File: src/rtl/chain_counter_pkg.sv
// Shared definitions for the cascaded chain counter: direction encodings and
// the helper that maps a stage index to its bit offset in packed buses.
package chain_counter_pkg;

  localparam logic DIR_UP   = 1'b1;
  localparam logic DIR_DOWN = 1'b0;

  // Bit offset of stage idx within a bus packing stages of the given width
  function automatic int unsigned stage_lsb(input int unsigned idx,
                                            input int unsigned width);
    return idx * width;
  endfunction

endpackage

File: src/rtl/chain_counter_stage.sv
// One stage of the chain counter: wraps at a run-time terminal value in either
// direction, with clamped synchronous load and a hold input for saturation.
module counter_stage
  import chain_counter_pkg::*;
#(
  parameter int unsigned DataWidth = 4
) (
  input  logic                 clk,
  input  logic                 reset_n,
  input  logic                 inc,
  input  logic                 up,
  input  logic                 load,
  input  logic [DataWidth-1:0] load_val,
  input  logic [DataWidth-1:0] max_cnt,
  input  logic                 hold,
  output logic [DataWidth-1:0] Q,
  output logic                 term
);

  logic [DataWidth-1:0] q_next;
  logic [DataWidth-1:0] load_clamped;

  // Going up, >= lets a stage above a freshly lowered terminal wrap next step
  always_comb begin
    term = 1'b0;
    if (up == DIR_UP) begin
      term = (Q >= max_cnt);
    end else begin
      term = (Q == '0);
    end
  end

  always_comb begin
    load_clamped = (load_val > max_cnt) ? max_cnt : load_val;
    q_next       = Q;
    if (load) begin
      q_next = load_clamped;
    end else if (inc && !hold) begin
      if (up == DIR_UP) begin
        q_next = term ? '0 : DataWidth'(Q + DataWidth'(1));
      end else begin
        q_next = term ? max_cnt : DataWidth'(Q - DataWidth'(1));
      end
    end
  end

  always_ff @(posedge clk) begin
    if (!reset_n) begin
      Q <= '0;
    end else begin
      Q <= q_next;
    end
  end

endmodule

File: src/rtl/chain_counter.sv
// Cascade of NumStages counter stages with a ripple increment chain, per-stage
// terminal strobes and chain carry-out. Define CHAIN_COUNTER_SAT_EN for the sat input.
module chain_counter
  import chain_counter_pkg::*;
#(
  parameter int unsigned NumStages = 2,
  parameter int unsigned DataWidth = 4
) (
  input  logic                           clk,
  input  logic                           reset_n,
  input  logic                           en,
  input  logic                           up,
  input  logic                           load,
`ifdef CHAIN_COUNTER_SAT_EN
  input  logic                           sat,
`endif
  input  logic [NumStages*DataWidth-1:0] load_val,
  input  logic [NumStages*DataWidth-1:0] max_cnt,
  output logic [NumStages*DataWidth-1:0] Q,
  output logic [NumStages-1:0]           tc,
  output logic                           carry_out
);

  logic [NumStages-1:0] inc;
  logic [NumStages-1:0] term;
  logic                 hold;

  // Saturation freezes the whole chain once every stage is terminal
`ifdef CHAIN_COUNTER_SAT_EN
  assign hold = sat & en & ~load & (&term);
`else
  assign hold = 1'b0;
`endif

  assign inc[0] = en & ~load;

  for (genvar i = 1; i < NumStages; i++) begin : g_inc
    assign inc[i] = inc[i-1] & term[i-1];
  end

  for (genvar i = 0; i < NumStages; i++) begin : g_stage
    counter_stage #(
      .DataWidth (DataWidth)
    ) u_stage (
      .clk      (clk),
      .reset_n  (reset_n),
      .inc      (inc[i]),
      .up       (up),
      .load     (load),
      .load_val (load_val[stage_lsb(i, DataWidth) +: DataWidth]),
      .max_cnt  (max_cnt[stage_lsb(i, DataWidth) +: DataWidth]),
      .hold     (hold),
      .Q        (Q[stage_lsb(i, DataWidth) +: DataWidth]),
      .term     (term[i])
    );
  end

  assign tc        = inc & term;
  assign carry_out = tc[NumStages-1];

endmodule

File: config.mk
export PLATFORM = sky130hd
export DESIGN_NAME = chain_counter
export DESIGN_NICKNAME = d
export VERILOG_FILES = /design/src/rtl/chain_counter_pkg.sv /design/src/rtl/chain_counter_stage.sv /design/src/rtl/chain_counter.sv
export SDC_FILE = /design/constraint.sdc
export NUM_CORES = 1
export LEC_CHECK = 0
export BUFFER_PORTS_ARGS = -buffer_cell sky130_fd_sc_hd__buf_2
export CAP_MARGIN = 25
export CORE_MARGIN = 2
export CORE_UTILIZATION = 50
export CTS_CLUSTER_DIAMETER = 80
export DETAILED_ROUTE_END_ITERATION = 10
export GPL_TIMING_DRIVEN = 0
export PLACE_DENSITY = 0.82
export SYNTH_ARGS = -nofsm -noshare
export SYNTH_HDL_FRONTEND = slang
export SYNTH_SLANG_ARGS = --single-unit
File: constraint.sdc
create_clock -name clk -period 3.45 [get_ports clk]
set_input_delay 0.1725 -clock clk [delete_from_list [all_inputs] [get_ports clk]]
set_output_delay 0.1725 -clock clk [all_outputs]
set_load 0.05 [all_outputs]
## Yosys cells after proc, flatten, opt, wreduce, memory -nomap -nowiden

Index checks and enable logic that the tools add are counted.

| storage, ports and cells | value |
|---|---|
| input port bits | 21 |
| register bits after elaboration | 8 |
| output and inout port bits | 11 |
| word-level logic and storage cells | 32 |

| operators by class | value |
|---|---|
| bitwise operators | 4 |
| magnitude comparators | 4 |
| add/subtract/negate cells | 4 |
| mux-type cells | 14 |
| reductions and logical operators | 4 |

Operators with widths:

| cell | number |
|---|---|
| two-way mux 4 bit | 12 |
| adder 4 x 1 -> 4 bit (second input constant) | 2 |
| greater-or-equal comparator 4 bit | 2 |
| > comparator 4 bit | 2 |
| zero test 4 bit | 2 |
| subtractor 4 x 1 -> 4 bit (second input constant) | 2 |
| nonzero test 2 bit | 2 |
| AND 1 bit | 2 |
| AND 2 bit | 1 |
| two-way mux 1 bit | 2 |
| NOT 1 bit | 1 |

## Longest topological paths before layout

| logic depth | value |
|---|---|
| depth in word-level cells | 6 |
| depth in mapped cells | 9 |
| mapped depth without buffers | 9 |

## By module

From an unflattened synthesis, not the netlist that was laid out.

| second synthesis, totals | value |
|---|---|
| cell total of the unflattened synthesis | 150 |
| area total of the unflattened synthesis | 1253.7 sq um |

Modules (own cells, without submodules):

| module | cells an instance | times used | area an instance (sq um) | seq. area each (sq um) |
|---|---|---|---|---|
| counter_stage | 72 | 2 | 603.1 | 80.1 |
| chain_counter | 6 | 1 | 47.5 | 0.0 |

## Least setup slack after synthesis

No wires, ideal clock.

| path | value |
|---|---|
| path type | register -> output |
| start point | reg g_stage[0].u_stage.Q[0] |
| end point | out tc[1] |
| path buffers | 1 |
| stages on the path, launching flop included | 9 |
| data arrival time | 2.896 ns |
| path slack | 0.382 ns |
| data required time | 3.277 ns |
| path through | dfxtp_1 -> inv_1 -> ha_1 -> nand2b_1 -> a2111o_1 -> o21ai_2 -> or3_4 -> nor2_1 -> buf_4 |

| on the way | value |
|---|---|
| cells in the longest elaborated chain, start to end | 4 |
| elaborated cells between the ends (all ways) | 5 |
| those cells by class | 1 x order compare; 1 x mux; 2 x bitwise; 1 x reduce/logical |

Ends and longest elaborated chain:

| item | RTL line | RTL |
|---|---|---|
| from (decl) | chain_counter_stage.sv:16 | `output logic [DataWidth-1:0] Q,` |
| from (signal assigned) | chain_counter_stage.sv:51 | `Q <= q_next;` |
| greater-or-equal comparator 4 bit or zero test 4 bit (tied branches) | chain_counter_stage.sv:27, chain_counter_stage.sv:29 |  |
| two-way mux 1 bit (*) | chain_counter_stage.sv:26 | `if (up == DIR_UP) begin` |
| AND 1 bit (*) | chain_counter.sv:38 | `assign inc[i] = inc[i-1] & term[i-1];` |
| AND 2 bit (*) | chain_counter.sv:58 | `assign tc = inc & term;` |
| to (decl) | chain_counter.sv:20 | `output logic [NumStages-1:0] tc,` |

Mark *: on every way between the ends. The rest lies on a longest branch, timed or not.

## Final worst setup path

Same ends and word-level chain as after synthesis.

==> flow_summary.toml <==
[critical_path]
rr_startpoint = "g_stage[0].u_stage.Q[0]"
crit_family = "simple AND/OR/NAND/NOR gates"
endpoint_kind = "output port"
cp_num_buf_inv = 3
crit_cells = 9
cp.arrival_ns = 2.47
cp-endpoint = "tc[1]"
cp-startpoint = "g_stage[0].u_stage.Q[0]"
r2r_cells = 9
critPathLaunchType = "register"
r2r_end = "g_stage[1].u_stage.Q[2]"
slowest_delay_ns = 0.44
crit_required_ns = 3.28
crit_fanout = 6
critical_path.cell_chain = "inv_1 > ha_1 > nand2b_1 > a2111o_1 > o21ai_2 > or3_4 > nor2_1 > buf_4 > buf_2"
critPathKind = "reg2out"
critPathSlowestCell = "dfxtp_1"
ff2ff_setup_slack_ns = 1.07

[cts]
cts_buffers = 3
cts_hold_buf = 0
clk_latency_ns = 0.26
cts.root.buffer_cell = "clkbuf_4"
cts_resized = 0
cts.sinks = 8
cts_buffer_depth = 2
cts_tree = "yes"
cts_setup_buffers = 0
clk_pin_slew_ns = 0.06
cts-htree-levels = 1

[layout]
top_register = "g_stage.u_stage.Q"
final_nets = 231
synthToLayoutAreaGrowth_pct = 17.1
seq_area_um2 = 160
n_antenna_cell = 0
fillers = 212
top_regs = "g_stage.u_stage.Q: 8 flops"
largest_reg_flops = 8
drive_gt1_share_pct = 22.9
multi_input_area_um2 = 955

[logic_synthesis]
synth-seq-cells = 8
avgSynthCellArea_um2 = 7.84
synth_edf_count = 0
syn_inst = 155
ys_seq_area_share_pct = 13.2
ys_types = 47
synth-async-reset-ratio_pct = 0
syn-num-nets = 196
ys_warn_count = 0
synthFlopType = "dfxtp_1"
netlist_area_um2 = 1210

[global_routing]
antenna_found_initial = 0
grt_max_degree = 11
grt_pass1_vias = 1194
grt_use_total_pct = 23.6
grt_overflow_total = 0
grt_pass1_wl_um = 4900

[floorplan]
ios = 32
die_w_um = 53.3
dieHeight_um = 53.3
die_area_um2 = 2840
core_area_um2 = 2250
fp-row-count = 17
initial_utilization_pct = 53.9

[pwr]
powerDensity_nw_per_um2 = 318
p_leak_uw = 0.000688
power_uw = 452
ir_drop_mv = 0.217

[placement]
port-buffer-count = 30
place_congestion = 0.841
place_hpwl_um = 2490

[drt]
wl_met3_um = 176
avgRoutedWirePerCell_um = 14.2
drtPass1Iterations = 5
wl_um = 3060
top_layer = "met4"
drc = 0
drt-met1-wl_um = 1380
routed-wl-met2_um = 1460
routed_via_density = 5.99
vias = 1294
drt_iter0_markers = 47
ant_nets = 0

[sta]
drv_slew = 0
finalHoldViolations = 0
fin_crit_sh_pct = 76.6
timing.slew.headroom_pct = 66.8
fin_skew_ns = 0.00212
fmax_mhz = 378
rsz0062_at_grt = "false"
finalSetupViolCount = 0
finalSetupTns_ns = 0
worstMarginPinSlew_ns = 0.498
min_period_ns = 2.64

[run]
maxCapViolCount = 0

[hold_path]
min_path_cells = 2
worstHoldPathType = "in2reg"

[run_status]
status = "complete, no violations"
[synth_stat cells (2+ instances only)]
cell,count,area share (%)
a211oi_1,2,1.2
a21o_1,2,1.2
a21oi_1,14,5.8
a22oi_1,2,1.2
a31oi_1,2,1.0
and2_1,2,1.0
and3_1,2,1.0
buf_4,2,1.2
clkbuf_1,3,0.93
dfxtp_1,8,13
ha_1,20,21
inv_1,15,4.6
mux2_4,2,2.5
mux2i_1,4,3.3
nand2_1,7,2.2
nand2b_1,6,3.1
nand3_1,4,1.6
nor2_1,11,3.4
nor2b_1,3,1.5
nor3_1,2,0.82
nor3b_1,3,1.9
o211ai_1,3,1.9
o21a_1,3,1.9
o21ai_0,5,2.1
o22ai_1,2,1.0
o31a_1,3,2.2
xnor2_1,3,2.2
[how the worst min path moves through the flow]
stage / from / endpoint / slack, ns
3_5_place_dp: reset_n / g_stage[0].u_stage.Q[3] / 0.47
4_1_cts: reset_n / g_stage[0].u_stage.Q[3] / 0.20
2_1_floorplan: reset_n / g_stage[0].u_stage.Q[0] / 0.30
5_1_grt: reset_n / g_stage[0].u_stage.Q[3] / 0.19
6_report: reset_n / g_stage[0].u_stage.Q[3] / 0.20
3_3_place_gp: reset_n / g_stage[0].u_stage.Q[0] / 0.46
[worst register-to-register path: cells and delay by family, from the launching register on]
family / cells / cell delay, ns
multiplexers: 1 / 0.29
AO/OA/AOI/OAI: 3 / 0.72
buffers and inverters: 2 / 0.17
adder cells (fa/ha/maj): 1 / 0.29
AND/OR/NAND/NOR: 2 / 0.36
flip-flops: 1 / 0.44
[power breakdown]
group          internal (µW)  switching, µW
clock                   39.9           33.4
combinational            105            152
sequential               102           19.1
[through the flow]
step                hold WS (ns)  cell area (µm²)  setup slack [ns]  utilization [%]  instances
floorplan                  0.300             1210             0.382                -        155
global placement           0.457             1400              1.11             62.1        213
detailed placement         0.467             1400              1.10             62.1        213
CTS                        0.196             1420             0.830             63.1        216
global route               0.193             1420             0.693             63.1        216
finish                     0.202             1420             0.807             63.1        216
[cell usage in the layout, fill, tap and decap left out, types with 3 or more instances in the layout]
master	instances
xnor2_1	3
nor2b_1	3
mux2i_1	4
clkbuf_4	3
clkbuf_1	3
buf_2	30
o21a_1	3
o21ai_0	5
nand2b_1	6
nand2_1	7
a21oi_1	14
nor3b_1	3
o211ai_1	3
inv_1	15
nand3_1	4
o31a_1	3
nor2_1	11
ha_1	20
dfxtp_1	8
[layout make-up]
cell class                 count  share of cell area, %
tap                           28                   2.46
inverter                      16                   4.40
buffer                         6                   2.64
multi-input combinational    125                   67.1
sequential                     8                   11.3
clock buffer                   3                   1.58
timing repair buffer          30                   10.6
[cell families (layout without fill, tap and decap cells)]
group                    after synthesis  count (layout)  synth area share [%]
AO/OA/AOI/OAI                         49              49                  27.8
buffers and inverters                 22              55                  8.24
flip-flops                             8               8                  13.2
adder cells (fa/ha/maj)               20              20                  20.6
multiplexers                           6               6                  5.77
XOR/XNOR                               3               3                  2.16
AND/OR/NAND/NOR                       47              47                  22.2
[routing by layer]
layer | global-route usage, % | up-vias
met3 | 5.08 | 6
met5 | 0 | -
met4 | 11.5 | 0
met2 | 38.9 | 49
li1 | - | 640
met1 | 28.7 | 599
Note: power is estimated with default switching activity, not from simulation.
